$ cat src/rtl/fp_mul_scheduler_if.sv
// rtl/fp_mul_scheduler_if.sv - request/response channels of the shared FP multiplier scheduler
interface fp_mul_scheduler_if #(
  parameter int NREQ = 2,
  parameter int ID_W = 1
);
  logic [NREQ-1:0]    req_valid;
  logic [NREQ-1:0]    req_ready;
  logic [NREQ*32-1:0] req_a;
  logic [NREQ*32-1:0] req_b;
  logic               rsp_valid;
  logic               rsp_ready;
  logic [ID_W-1:0]    rsp_id;
  logic [31:0]        rsp_data;

  modport master (
    output req_valid, req_a, req_b, rsp_ready,
    input  req_ready, rsp_valid, rsp_id, rsp_data
  );

  modport slave (
    input  req_valid, req_a, req_b, rsp_ready,
    output req_ready, rsp_valid, rsp_id, rsp_data
  );
endinterface

$ cat src/rtl/fp_mul_scheduler.sv
// rtl/fp_mul_scheduler.sv - round-robin sharing of one iterative 24-bit multiplier for FP32 multiplies
module fp_mul_scheduler #(
  parameter int NREQ       = 2,
  parameter int MUL_CYCLES = 25,
  parameter int ID_W       = 1
) (
  input  logic              clk,
  input  logic              rst_n,
  fp_mul_scheduler_if.slave bus,
  output logic              mul_start,
  output logic [23:0]       mul_a,
  output logic [23:0]       mul_b,
  input  logic [47:0]       mul_product,
  output logic              busy
);
  localparam int CNT_W = $clog2(MUL_CYCLES + 1);
  localparam logic [CNT_W-1:0] CNT_LAST = CNT_W'(MUL_CYCLES - 1);
  localparam logic [CNT_W-1:0] CNT_ONE  = CNT_W'(1);
  localparam logic [ID_W:0]    NREQ_W   = (ID_W + 1)'(NREQ);
  localparam logic [ID_W:0]    ONE_W    = (ID_W + 1)'(1);

  typedef enum logic [1:0] {IDLE, START, WAIT, RESP} state_t;

  state_t            state, state_nxt;
  logic [ID_W-1:0]   ptr, ptr_nxt, gnt, off, id_r;
  logic [ID_W:0]     gnt_sum, ptr_sum;
  logic [NREQ-1:0]   rot;
  logic              gnt_any;
  logic [31:0]       op_a, op_b;
  logic              op_zero;
  logic              sign_r;
  logic [7:0]        exp_a_r, exp_b_r;
  logic [22:0]       frac_a_r, frac_b_r;
  logic [CNT_W-1:0]  cnt;
  logic [31:0]       rsp_data_r;
  logic              p47;
  logic [22:0]       frac_res;
  logic [7:0]        exp_res;
  logic              unused_prod_bits;

  // Rotate requests so bit 0 is the pointer position; lowest set bit wins.
  always_comb begin
    rot     = NREQ'({bus.req_valid, bus.req_valid} >> ptr);
    gnt_any = 1'b0;
    off     = '0;
    for (int i = NREQ - 1; i >= 0; i--) begin
      if (rot[i]) begin
        gnt_any = 1'b1;
        off     = ID_W'(i);
      end
    end
    gnt_sum = {1'b0, ptr} + {1'b0, off};
    if (gnt_sum >= NREQ_W) gnt_sum = gnt_sum - NREQ_W;
    gnt     = gnt_sum[ID_W-1:0];
    ptr_sum = {1'b0, gnt} + ONE_W;
    ptr_nxt = (ptr_sum == NREQ_W) ? '0 : ptr_sum[ID_W-1:0];
  end

  always_comb begin
    op_a = '0;
    op_b = '0;
    for (int i = 0; i < NREQ; i++) begin
      if (gnt == ID_W'(i)) begin
        op_a = bus.req_a[32*i +: 32];
        op_b = bus.req_b[32*i +: 32];
      end
    end
  end

  assign op_zero = (op_a[30:23] == 8'd0) || (op_b[30:23] == 8'd0);

  assign p47              = mul_product[47];
  assign frac_res         = p47 ? mul_product[46:24] : mul_product[45:23];
  assign exp_res          = exp_a_r + exp_b_r + {7'd0, p47} - 8'd127;
  assign unused_prod_bits = ^mul_product[22:0];

  always_ff @(posedge clk or negedge rst_n) begin
    if (!rst_n) state <= IDLE;
    else        state <= state_nxt;
  end

  always_comb begin
    state_nxt = state;
    mul_start = 1'b0;
    mul_a     = '0;
    mul_b     = '0;
    case (state)
      IDLE:    if (gnt_any) state_nxt = op_zero ? RESP : START;
      START: begin
        mul_start = 1'b1;
        mul_a     = {1'b1, frac_a_r};
        mul_b     = {1'b1, frac_b_r};
        state_nxt = WAIT;
      end
      WAIT: begin
        mul_a = {1'b1, frac_a_r};
        mul_b = {1'b1, frac_b_r};
        if (cnt == CNT_LAST) state_nxt = RESP;
      end
      RESP:    if (bus.rsp_ready) state_nxt = IDLE;
      default: state_nxt = IDLE;
    endcase
  end

  // The zero-path result is loaded at grant; a normal result overwrites it at the end of WAIT.
  always_ff @(posedge clk or negedge rst_n) begin
    if (!rst_n) begin
      ptr        <= '0;
      id_r       <= '0;
      sign_r     <= 1'b0;
      exp_a_r    <= '0;
      exp_b_r    <= '0;
      frac_a_r   <= '0;
      frac_b_r   <= '0;
      cnt        <= '0;
      rsp_data_r <= '0;
    end else begin
      case (state)
        IDLE: if (gnt_any) begin
          id_r       <= gnt;
          ptr        <= ptr_nxt;
          sign_r     <= op_a[31] ^ op_b[31];
          exp_a_r    <= op_a[30:23];
          exp_b_r    <= op_b[30:23];
          frac_a_r   <= op_a[22:0];
          frac_b_r   <= op_b[22:0];
          rsp_data_r <= {op_a[31] ^ op_b[31], 31'd0};
        end
        START: cnt <= '0;
        WAIT: begin
          if (cnt == CNT_LAST) rsp_data_r <= {sign_r, exp_res, frac_res};
          else                 cnt        <= cnt + CNT_ONE;
        end
        default: ;
      endcase
    end
  end

  assign bus.req_ready = (rst_n && state == IDLE && gnt_any) ? (NREQ'(1) << gnt) : '0;
  assign bus.rsp_valid = (state == RESP);
  assign bus.rsp_id    = id_r;
  assign bus.rsp_data  = rsp_data_r;
  assign busy          = (state != IDLE);
endmodule

$ cat src/flat_wrapper.sv
// flat-port wrapper written by rule: the top's interface ports become plain ports
module fp_mul_scheduler_flat 
#(
  parameter int NREQ       = 2,
  parameter int MUL_CYCLES = 25,
  parameter int ID_W       = 1
)
  (clk, rst_n, mul_start, mul_a, mul_b, mul_product, busy, bus_req_valid, bus_req_a, bus_req_b, bus_rsp_ready, bus_req_ready, bus_rsp_valid, bus_rsp_id, bus_rsp_data);
  fp_mul_scheduler_if #(.NREQ(NREQ), .ID_W(ID_W)) bus_i ();
  input  logic clk;
  input  logic rst_n;
  output logic mul_start;
  output logic [23:0] mul_a;
  output logic [23:0] mul_b;
  input  logic [47:0] mul_product;
  output logic busy;
  input wire logic [$bits(bus_i.req_valid)-1:0] bus_req_valid;
  input wire logic [$bits(bus_i.req_a)-1:0] bus_req_a;
  input wire logic [$bits(bus_i.req_b)-1:0] bus_req_b;
  input wire logic [$bits(bus_i.rsp_ready)-1:0] bus_rsp_ready;
  output wire logic [$bits(bus_i.req_ready)-1:0] bus_req_ready;
  output wire logic [$bits(bus_i.rsp_valid)-1:0] bus_rsp_valid;
  output wire logic [$bits(bus_i.rsp_id)-1:0] bus_rsp_id;
  output wire logic [$bits(bus_i.rsp_data)-1:0] bus_rsp_data;
  assign bus_i.req_valid = bus_req_valid;
  assign bus_i.req_a = bus_req_a;
  assign bus_i.req_b = bus_req_b;
  assign bus_i.rsp_ready = bus_rsp_ready;
  assign bus_req_ready = bus_i.req_ready;
  assign bus_rsp_valid = bus_i.rsp_valid;
  assign bus_rsp_id = bus_i.rsp_id;
  assign bus_rsp_data = bus_i.rsp_data;
  fp_mul_scheduler #(.NREQ(NREQ), .MUL_CYCLES(MUL_CYCLES), .ID_W(ID_W)) u_core (.clk(clk), .rst_n(rst_n), .bus(bus_i), .mul_start(mul_start), .mul_a(mul_a), .mul_b(mul_b), .mul_product(mul_product), .busy(busy));
endmodule
$ cat config.mk
export PLATFORM = sky130hd
export DESIGN_NAME = fp_mul_scheduler_flat
export DESIGN_NICKNAME = d
export VERILOG_FILES = /design/src/rtl/fp_mul_scheduler_if.sv /design/src/rtl/fp_mul_scheduler.sv /design/src/flat_wrapper.sv
export SDC_FILE = /design/constraint.sdc
export NUM_CORES = 1
export LEC_CHECK = 0
export ABC_AREA = 1
export BUFFER_PORTS_ARGS = -buffer_cell sky130_fd_sc_hd__buf_2
export CAP_MARGIN = 25
export CORE_MARGIN = 2
export CORE_UTILIZATION = 35
export DETAILED_ROUTE_END_ITERATION = 7
export GPL_TIMING_DRIVEN = 0
export PLACE_DENSITY_LB_ADDON = 0.25
export SYNTH_ARGS = -nofsm -noshare
export SYNTH_HDL_FRONTEND = slang
export SYNTH_SLANG_ARGS = --single-unit
$ cat constraint.sdc
create_clock -name clk -period 2.65 [get_ports clk]
set_input_delay 0.1325 -clock clk [delete_from_list [all_inputs] [get_ports clk]]
set_output_delay 0.1325 -clock clk [all_outputs]
set_load 0.01 [all_outputs]
After elaboration in Yosys (flattened, before gate mapping)
Cells that the tools add are included.
- memories kept: 0
- latch bits: 0
- bits in read-only memories: 0
- input port bits: 181
- word-level logic and storage cells: 66
- bits in writable memories: 0
- bits in registers: 104
- output and inout port bits: 86
- magnitude comparators: 1
- shifts and indexed selects: 2
- multipliers: 0
- reductions and logical operators: 14
- bitwise operators: 1
- $add $sub $neg: 7
- equality and inequality tests: 9
- muxes and demuxes: 22
- divide/modulo/power cells: 0
- operators with widths (operator ; count):
    $mux 32 ; 4
    $pmux 32 s2 ; 1
    $mux 24 ; 2
    $mux 23 ; 1
    $logic_not 8->1 ; 2
    $mux 2 ; 5
    $pmux 5 s2 ; 1
    $add 8x1->8 ; 1
    $add 8x8->8 ; 1
    $pmux 2 s4 ; 1
    $sub 8x7->8 const B ; 1
    $eq 2x2->1 const B ; 3
    $mux 1 ; 6
    $reduce_and 3->1 ; 2
    $reduce_bool 2->1 ; 3
    $add 5x1->5 const B ; 1
    $eq 5x5->1 const B ; 1
    $mux 5 ; 1
    $ne 2x1->1 const B ; 2
    $ne 2x2->1 const B ; 2
    $reduce_and 2->1 ; 2
    $shr 4x1->2 ; 1
    $add 1x1->2 ; 1
    $add 1x1->2 const B ; 1
    other kinds (9) ; 10

Logic depth before layout (Yosys ltp)
Gate-level depths: netlist (run 1).
- depth after elaboration: 12
- depth in mapped cells: 16
- depth with buffers taken out: 14

Worst setup path before layout (run 1)
OpenSTA, ideal clock, no wires.
- path type: input -> register
- from: in mul_product[47]
- to: reg u_core.rsp_data_r[29], in the netlist u_core.bus.rsp_data[29]
- buffers on the path: 2
- slack: 0.627 ns
- data arrival time: 1.940 ns
- stages: 16
- setup time: 0.083 ns
- required time: 2.567 ns
- cell sequence: buf_2 -> inv_1 -> clkbuf_1 -> ha_1 -> inv_1 -> ha_1 -> fa_1 -> nand3_1 -> nand2_1 -> nand2_1 -> nand2_1 -> nand2_1 -> nand2_1 -> nand2_1 -> nand2_1 -> o21ai_0
- longest elaborated chain between the ends: 4
- ends and longest elaborated chain (element ; RTL line ; source):
    start: declaration ; flat_wrapper.sv:15 ; input logic [47:0] mul_product;
    $add 8x1->8 ; fp_mul_scheduler.sv:74 ; assign exp_res = exp_a_r + exp_b_r + {7'd0, p47} - 8'd127;
    $sub 8x7->8 ; fp_mul_scheduler.sv:74 ;
    $mux 32 ; fp_mul_scheduler.sv:131 ; if (cnt == CNT_LAST) rsp_data_r <= {sign_r, exp_res, frac_res};
    $pmux 32 s2 ; fp_mul_scheduler.sv:118 ; case (state)
    end signal: assignment ; fp_mul_scheduler.sv:127 ; rsp_data_r <= {op_a[31] ^ op_b[31], 31'd0};
    end signal: assignment ; fp_mul_scheduler.sv:131 ;
    end: declaration ; fp_mul_scheduler.sv:35 ; logic [31:0] rsp_data_r;
No other way between the ends. The select of a mux whose other input is x is not followed.
A chain may end at the register's enable or synchronous reset.

Worst setup path in the final report (run 1)
- from: reg u_core.state[0]
- to: out bus_req_ready[1]
- longest elaborated chain between the ends: 4
- ends and longest elaborated chain (element ; RTL line ; source):
    start: declaration ; fp_mul_scheduler.sv:24 ; state_t state, state_nxt;
    start signal: assignment ; fp_mul_scheduler.sv:79 ; else state <= state_nxt;
    $logic_not 2->1 ; fp_mul_scheduler.sv:139 ; assign bus.req_ready = (rst_n && state == IDLE && gnt_any) ? (NREQ'(1) << gnt) : '0;
    $logic_and 1x1->1 (2 in a row) ; fp_mul_scheduler.sv:139 ;
    $mux 2 ; fp_mul_scheduler.sv:139 ;
    end: declaration ; flat_wrapper.sv:21 ; output wire logic [$bits(bus_i.req_ready)-1:0] bus_req_ready;
No other way between the ends.

==> results.txt, run 1 <==
- The flow ran to the end, and the final reports show no timing, DRC or antenna violations.
- Overall power consumption after layout is estimated at between 9 and 10 mW.
- Max-Cap Viols: 0
- Overall Global Routing Usage: roughly a fifth
- After floorplanning, the core was sized to cover about 17,000 um^2.
* R2R Setup Slk: 0.66 ns
- Max transition margin: between 50% and 60%
- The later pin in the worst-skew pair is clocked with a latency of 0.35 ns.
- The tightest min-delay check is of the in2reg type.
- In this run the static leakage power is 4.51 nW.
- The worst-case IR drop observed on VDD is ~600 uV.
- The die is around 130 um wide.
* Worst setup skew after layout: 0.00483 ns
- In this run the count of I/O pins placed on the die edge is about 270.
- Fin crit share: 90.0%
* Synthesized area divided by synthesized cell count: 7.72 um^2
- Area leader, netlist: dfrtp_1
- The critical path starts at u_core.state[0]$_DFFE_PN0P_.
- Antenna violations before repair: 2
- Synth async-reset ratio: 100%
* Mapped Area: around 6000 um^2
- Min Clock Period, post-route: 2.38 ns
* Starting Density: between 30% and 40%
- Synthesized instance count: 777
- Router iterations before antenna repair: 6
* Die Outline Area: 18,200 um^2
- From bottom edge to top edge, the die measures 135 um.
- Pin slew with the least headroom to its limit: around 0.71 ns
- Most instantiated flip-flop cell in the synthesis netlist: dfrtp_1
* Largest net degree at the start of global routing: 57
- The worst setup path is of the reg2out kind.
- Setup repair after global routing missed its margin: false
- Routed WL: 18.7 mm
- In this run, synthesis inferred 0 flip-flops with an integrated enable.
- In this run the most critical hold path is launched from bus_req_a[41].
- Max frequency: 419 MHz
* Via count of the first global-routing pass: 5,833
* P per Cell Area: 1170 nW/um^2
- The number of clock buffers added by TritonCTS is 9.
- Largest fanout of any net on the critical path: 10
- The first global-routing pass estimated ~29 mm of wire.
- The number of hold violations in the final report came to 0.
- Average wire per cell in the routed design: 14.8 um
* Portion of the post-synthesis area used by sequential elements: between 40% and 50%
- CTS saw between 100 and 150 sinks.
- Maximum level of the CTS H-tree: 3
- Counting flops and latches in the post-synthesis netlist gives 104.
* Remaining global-route overflow: 0
- Yosys Warn Count: 0
* Main area contributors after synthesis: dfrtp_1 (43%), nand2_1 (13%), nand3_1 (12%), inv_1 (5.3%), ha_1 (4.2%)
- Area fraction of the dominant cell type after synthesis: 43.4%
- Once detail routing completed, the nets flagged for antenna violations numbered 0.
- The initialized floorplan defines 47 standard-cell rows.
* Detailed-placement wirelength estimate: 14.6 mm
- Setup violations remaining at the end of the flow were counted as 0.
* Count of distinct cell types in the synthesized netlist: 31
- Post-layout nets: 1,235
- The worst setup path is launched from a register.
- Launch instance of the worst register-to-register path: u_core.exp_a_r[0]$_DFFE_PN0P_
- TritonCTS built the clock tree.
- Drt initial violations: 271
* Bufs on Longest Clock Path: 2
- At the worst endpoint, the required time is roughly 2.5 ns.
* Final worst hold slack: ~0.010 ns
- Most repeated cell in the gate-level netlist after synthesis: nand2_1
- Endpoint class of the critical path: output pin
- Crit path DAT: 2.25 ns
- Clock tree synthesis selected as its root buffer the cell clkbuf_16.
- The area growth from synthesis to layout is 30.5%.
* Number of port buffers: 242
- The number of nets handed over by synthesis was between 900 and 1,000.
* Clock-pin transition on the worst setup and hold timing paths: 0.07 ns
- Commonest cells post-synth: nand2_1 (212), nand3_1 (147), dfrtp_1 (104)
- The congestion estimate from routability-driven global placement came to 0.794.
* Final Max Tran Viols: 0
* Vias: 6,049
* Total DRC errors in the routed layout: 0
- Of the cells placed in the final design, the portion with a size suffix greater than 1 is 30.6%.
* Via count normalized by instance count: roughly 4.8
layer usage:
| layer | wire length [um] | track usage [%] |
|---|---|---|
| met5 | 11 | 0 |
| met4 | 450 | 6.37 |
| met3 | 1400 | 5.11 |
| met2 | 8610 | 33.2 |
| met1 | 8190 | 27.1 |
timing repair:
item | CTS | global route
setup buffers | 0 | 0
gates resized for setup | 0 | 2
setup endpoints to repair | 0 | 27
hold endpoints to repair | 51 | 0
hold buffers | 3 | 0
stage by stage:
| step | setup WS (ns) | instances | TNS, ns | utilization [%] | instance area [um^2] |
|---|---|---|---|---|---|
| 2_1_floorplan | 0.627 | 777 | 0 | - | 6000 |
| 3_3_place_gp | -0.0413 | 1239 | -0.0823 | 45.0 | 7480 |
| 3_5_place_dp | 0.345 | 1240 | 0 | 45.1 | 7510 |
| 4_1_cts | 0.000863 | 1259 | 0 | 47.0 | 7820 |
| 5_1_grt | 0.0801 | 1258 | 0 | 47.0 | 7820 |
| 6_report | 0.266 | 1260 | 0 | 47.0 | 7830 |
critical path, cell delays in order, from the launching register on:
cell     delay [ns]
dfrtp_1        0.42
inv_1          0.09
ha_1           0.27
inv_2          0.08
nor2_4         0.26
buf_4          0.24
buf_4          0.20
nand2_1        0.09
nor2_1         0.09
buf_2          0.16
flip-flops by register name, indices dropped and copies added, names as in the netlist:
name,flops
u_core.state,2
u_core.bus.rsp_data,32
u_core.frac_b_r,23
u_core.exp_a_r,8
u_core.exp_b_r,8
u_core.sign_r,1
u_core.bus.rsp_id,1
u_core.ptr,1
u_core.cnt,5
u_core.frac_a_r,23
where the power goes:
part	switching, mW	internal, mW	total [mW]
clock network	0.635	0.668	1.30
registers	0.370	2.26	2.63
logic	3.27	1.93	5.20
path summary, 6_finish.rpt:
check	to	cells after the start
min	u_core.frac_a_r[9]$_DFFE_PN0P_	3
max	bus_req_ready[1]	9
max in group asynchronous	u_core.frac_b_r[9]$_DFFE_PN0P_	3
min in group asynchronous	u_core.bus.rsp_data[9]$_DFFE_PN0P_	2
max reg2reg	u_core.bus.rsp_data[29]$_DFFE_PN0P_	14
min reg2reg	u_core.bus.rsp_data[28]$_DFFE_PN0P_	2
layout make-up:
type / instances / area, um^2
repair buffers: 246 / 1270
clock inverters: 6 / 42.5
inverters: 87 / 327
diodes: 2 / 5.00
fillers: 1731 / 8820
clock buffers: 10 / 239
plain buffers: 49 / 268
multi-input cells: 536 / 2800
flip-flops and latches: 104 / 2600
well taps: 220 / 275
cell usage in the layout (no fill, tap or decap), drive strengths merged, types with 4 or more instances in the layout:
| cell type | instances |
|---|---|
| buf | 276 |
| nand2 | 216 |
| nand3 | 147 |
| dfrtp | 104 |
| inv | 89 |
| o21ai | 50 |
| nor2 | 39 |
| clkbuf | 26 |
| o31ai | 20 |
| ha | 20 |
| nand3b | 15 |
| a21oi | 9 |
| mux2i | 4 |
| xor2 | 4 |
logic make-up (layout without fill, tap and decap cells):
kind of cell,Yosys count,after routing,share of synthesized area [%]
compound gates,83,83,9.68
xor+xnor,6,6,0.876
fa+ha+maj,21,21,4.51
buf+inv,137,398,9.95
flops,104,104,43.4
mux,4,4,0.668
other cells,0,2,0
simple gates,422,422,30.9
No activity file was read; power rests on OpenSTA's default activity.
==> inputs of run 2 (changes only) <==
--- a/config.mk
+++ b/config.mk
@@ -11,7 +11,6 @@
 export CORE_MARGIN = 2
 export CORE_UTILIZATION = 35
 export DETAILED_ROUTE_END_ITERATION = 7
-export GPL_TIMING_DRIVEN = 0
 export PLACE_DENSITY_LB_ADDON = 0.25
 export SYNTH_ARGS = -nofsm -noshare
 export SYNTH_HDL_FRONTEND = slang
==> results.txt, run 2 (synthesis gave the netlist of run 1 again) <==
- Outcome: finished, final reports clean
- Post-route antenna net violation count: 0 (unchanged)
* Drt initial violations: 300 (+11%)
* Buffer cell driving the clock tree root: clkbuf_16
- The maximum achievable frequency came to 423 MHz (+0.83%).
- The pin count of the biggest net entering global routing was 98 (+72%).
* Site row count: 47 (unchanged)
* CP startpoint kind: register
* Critical path capture point: bus_req_ready[1]
- Non-filler cells in the finished layout: 1,220 (-3.2%)
- The number of hold violations in the final report came to 0 (unchanged).
- Overall Global Routing Usage: 19.1% (-1.4 points)
- Worst EP required: 2.52 ns (about the same)
* Delay contributed by the slowest stage of the critical path: 0.46 ns (+0.04 ns)
- Power consumption: 8.88 mW (-2.9%)
- Fin util: 46.0% (-0.98 points)
- The count of buffers from port buffering came to 243 (+0.41%).
* Final instance area: 7660 um^2 (-2.1%)
* Routed WL: 17.3 mm (-7.5%)
- IO Pins: 267 (unchanged)
- The post-detailed-placement half-perimeter wirelength is 12.7 mm (-13%).
- Total DRC errors in the routed layout: 0 (unchanged)
* Die Span X: 135 um (unchanged)
- Worst Path Buf+Inv: 3 (-2)
- Launch instance of the worst register-to-register path: u_core.state[0]$_DFFE_PN0P_
* Final weighted congestion in routability-driven placement: 0.804 (+1.3%)
* Leakage: 4.42 nW (-2.0%)
* Total negative setup slack: 0 ns (unchanged)
- The critical path goes through inv_1 > nand2_2 > nand2_2 > inv_1 > nand2_1 > nor2_1 > buf_2.
- Number of clock sinks seen by CTS: 104 (unchanged)
- First-pass GRT wire length: 27.7 mm (-5.7%)
- The library cell used most frequently in the layout, excluding fill and tap cells, is buf_2.
- The minimum period implied by the final worst setup slack was 2.36 ns (-0.0197 ns).
- The most critical setup path has its startpoint at u_core.ptr$_DFFE_PN0P_.
* Die Outline Area: 18,200 um^2 (unchanged)
- The max-slew violation count was 0 (unchanged).
- Startpoint of the worst hold path: bus_req_b[40]
- Die outline height: 135 um (unchanged)
* Post-layout nets: 1,197 (-3.1%)
- The number of flip-flops under the largest register name is 32 (unchanged).
- The worst register-to-register path ends at u_core.frac_a_r[8]$_DFFE_PN0P_.
* Vias: 5,900 (-2.5%)
* Setup CP Type: reg2out
* Max transition margin: 63.1% (+11 points)
* Starting Density: 36.0% (unchanged)
- The count of cells along the worst register-to-register path is 8 (-6).
- The average detailed-routed wire length per instance came to 14.2 um (-4.4%).
* Max-Cap Viols: 0 (unchanged)
- Setup repair after global routing missed its margin: false
* Bufs on Longest Clock Path: 2 (unchanged)
- The tightest min-delay check is of the in2reg type.
* Via count normalized by instance count: 4.84 (+0.73%)
- The cell total after placement was 1,203 (-3.0%).
- The tightest hold margin is 0.0100 ns (-0.000400 ns).
- Delay-heaviest family, CP: simple AND/OR/NAND/NOR gates
* Post-layout worst setup margin: 0.286 ns (+0.0197 ns)
- CTS buffer count: 9 (unchanged)
- The worst setup skew after layout is 0.0103 ns (+0.00548 ns).
- Fin crit share: 89.2% (-0.74 points)
- The CTS clock-pin slew for the worst setup and hold paths is 0.08 ns (about the same).
* Via count of the first global-routing pass: 5,559 (-4.7%)
- Cell depth of the worst setup path: 7 (-2)
* Setup-failing EPs final: 0 (unchanged)
- Clock tree from TritonCTS: yes
* Pin slew with the least headroom to its limit: 0.554 ns (-0.161 ns)
* Endpoint class of the critical path: output pin
- The global-route congestion overflow total came to 0 (unchanged).
* Critical-path cell with the highest stage delay: inv_1
- The clock latency at the later pin of the worst-skew pair is 0.35 ns (about the same).
* Post-DP Area: 7370 um^2 (-1.9%)
- Setup Slack @ Placement: 0.509 ns (+0.165 ns)
- P&R area growth vs syn: 27.8%
* Antenna violations before repair: 0 (-2)
* ANT cells: 0 (-2)
* Core region area: 16,600 um^2 (unchanged)
- P per Cell Area: 1160 nW/um^2 (-0.80%)
- The register-to-register path setup slack is 0.51 ns (-0.15 ns).
- The number of H-tree levels was 3 (unchanged).
- Fraction of final layout cells with drive strength greater than 1: 30.1% (-0.54 points)
- Router iterations before antenna repair: 4 (-2)
- Crit path DAT: 2.23 ns (-0.02 ns)
- The worst vdd rail ir drop came to 655 uV (+11%).
* Most frequent cells in the layout: buf_2 (242), nand2_1 (212), nand3_1 (147), dfrtp_1 (104), inv_1 (84)
- Largest fanout of any net on the critical path: 26 (+16)
==> run 2: changes by cell type in the layout (fill, tap and decap cells not counted), moves of 2 or more <==
cell           previous run  this run
clkinv_2                  2         0
buf_6                     4         0
clkinv_4                  0         4
diode_2                   2         0
buf_1                     5         0
dlygate4sd3_1             3         1
inv_6                     2         0
buf_2                   256       242
buf_12                    0         4
clkbuf_1                 15         1
==> run 2: worst min-delay path by stage <==
stage	end	slack, ns	depth (start not counted)
floorplan	u_core.bus.rsp_data[0]$_DFFE_PN0P_	-0.16	0
global placement	u_core.bus.rsp_data[27]$_DFFE_PN0P_	-0.02	1
detailed placement	u_core.bus.rsp_data[27]$_DFFE_PN0P_	-0.02	1
CTS	u_core.frac_a_r[11]$_DFFE_PN0P_	0.004	3
global route	u_core.frac_a_r[21]$_DFFE_PN0P_	0.01	3
finish	u_core.frac_b_r[8]$_DFFE_PN0P_	0.01	3
==> run 2: metal layers <==
layer	up-vias	track usage, %	part of all wire [%]
li1	2953	-	-
met1	2719	25.6	44
met2	201	29.9	46
met3	27	4.84	7.8
met4	0	6.90	2.4
met5	-	0	0
==> run 2: worst min-delay path, stage by stage <==
cell and delay [ns]:
buf_2 0.08, nand3_1 0.06, nand3_1 0.06
==> run 2: repair_timing <==
| action | in CTS | in global routing |
|---|---|---|
| hold buffers | 1 | 0 |
| setup buffers | 0 | 0 |
| hold endpoints to repair | 22 | 0 |
| resized for setup | 0 | 0 |
==> run 2: power by group <==
| group | total [mW] | internal [mW] | switching, mW |
|---|---|---|---|
| combinational | 4.95 | 1.83 | 3.12 |
| clock | 1.29 | 0.671 | 0.616 |
| sequential | 2.64 | 2.26 | 0.373 |
==> run 2: layout make-up <==
cell class                 count  area (um^2)
clock buffer                  11          243
clock inverter                 5         42.5
fill                        1730         8980
inverter                      87          327
multi-input combinational    536         2800
sequential                   104         2600
tap                          220          275
timing repair buffer         257         1380
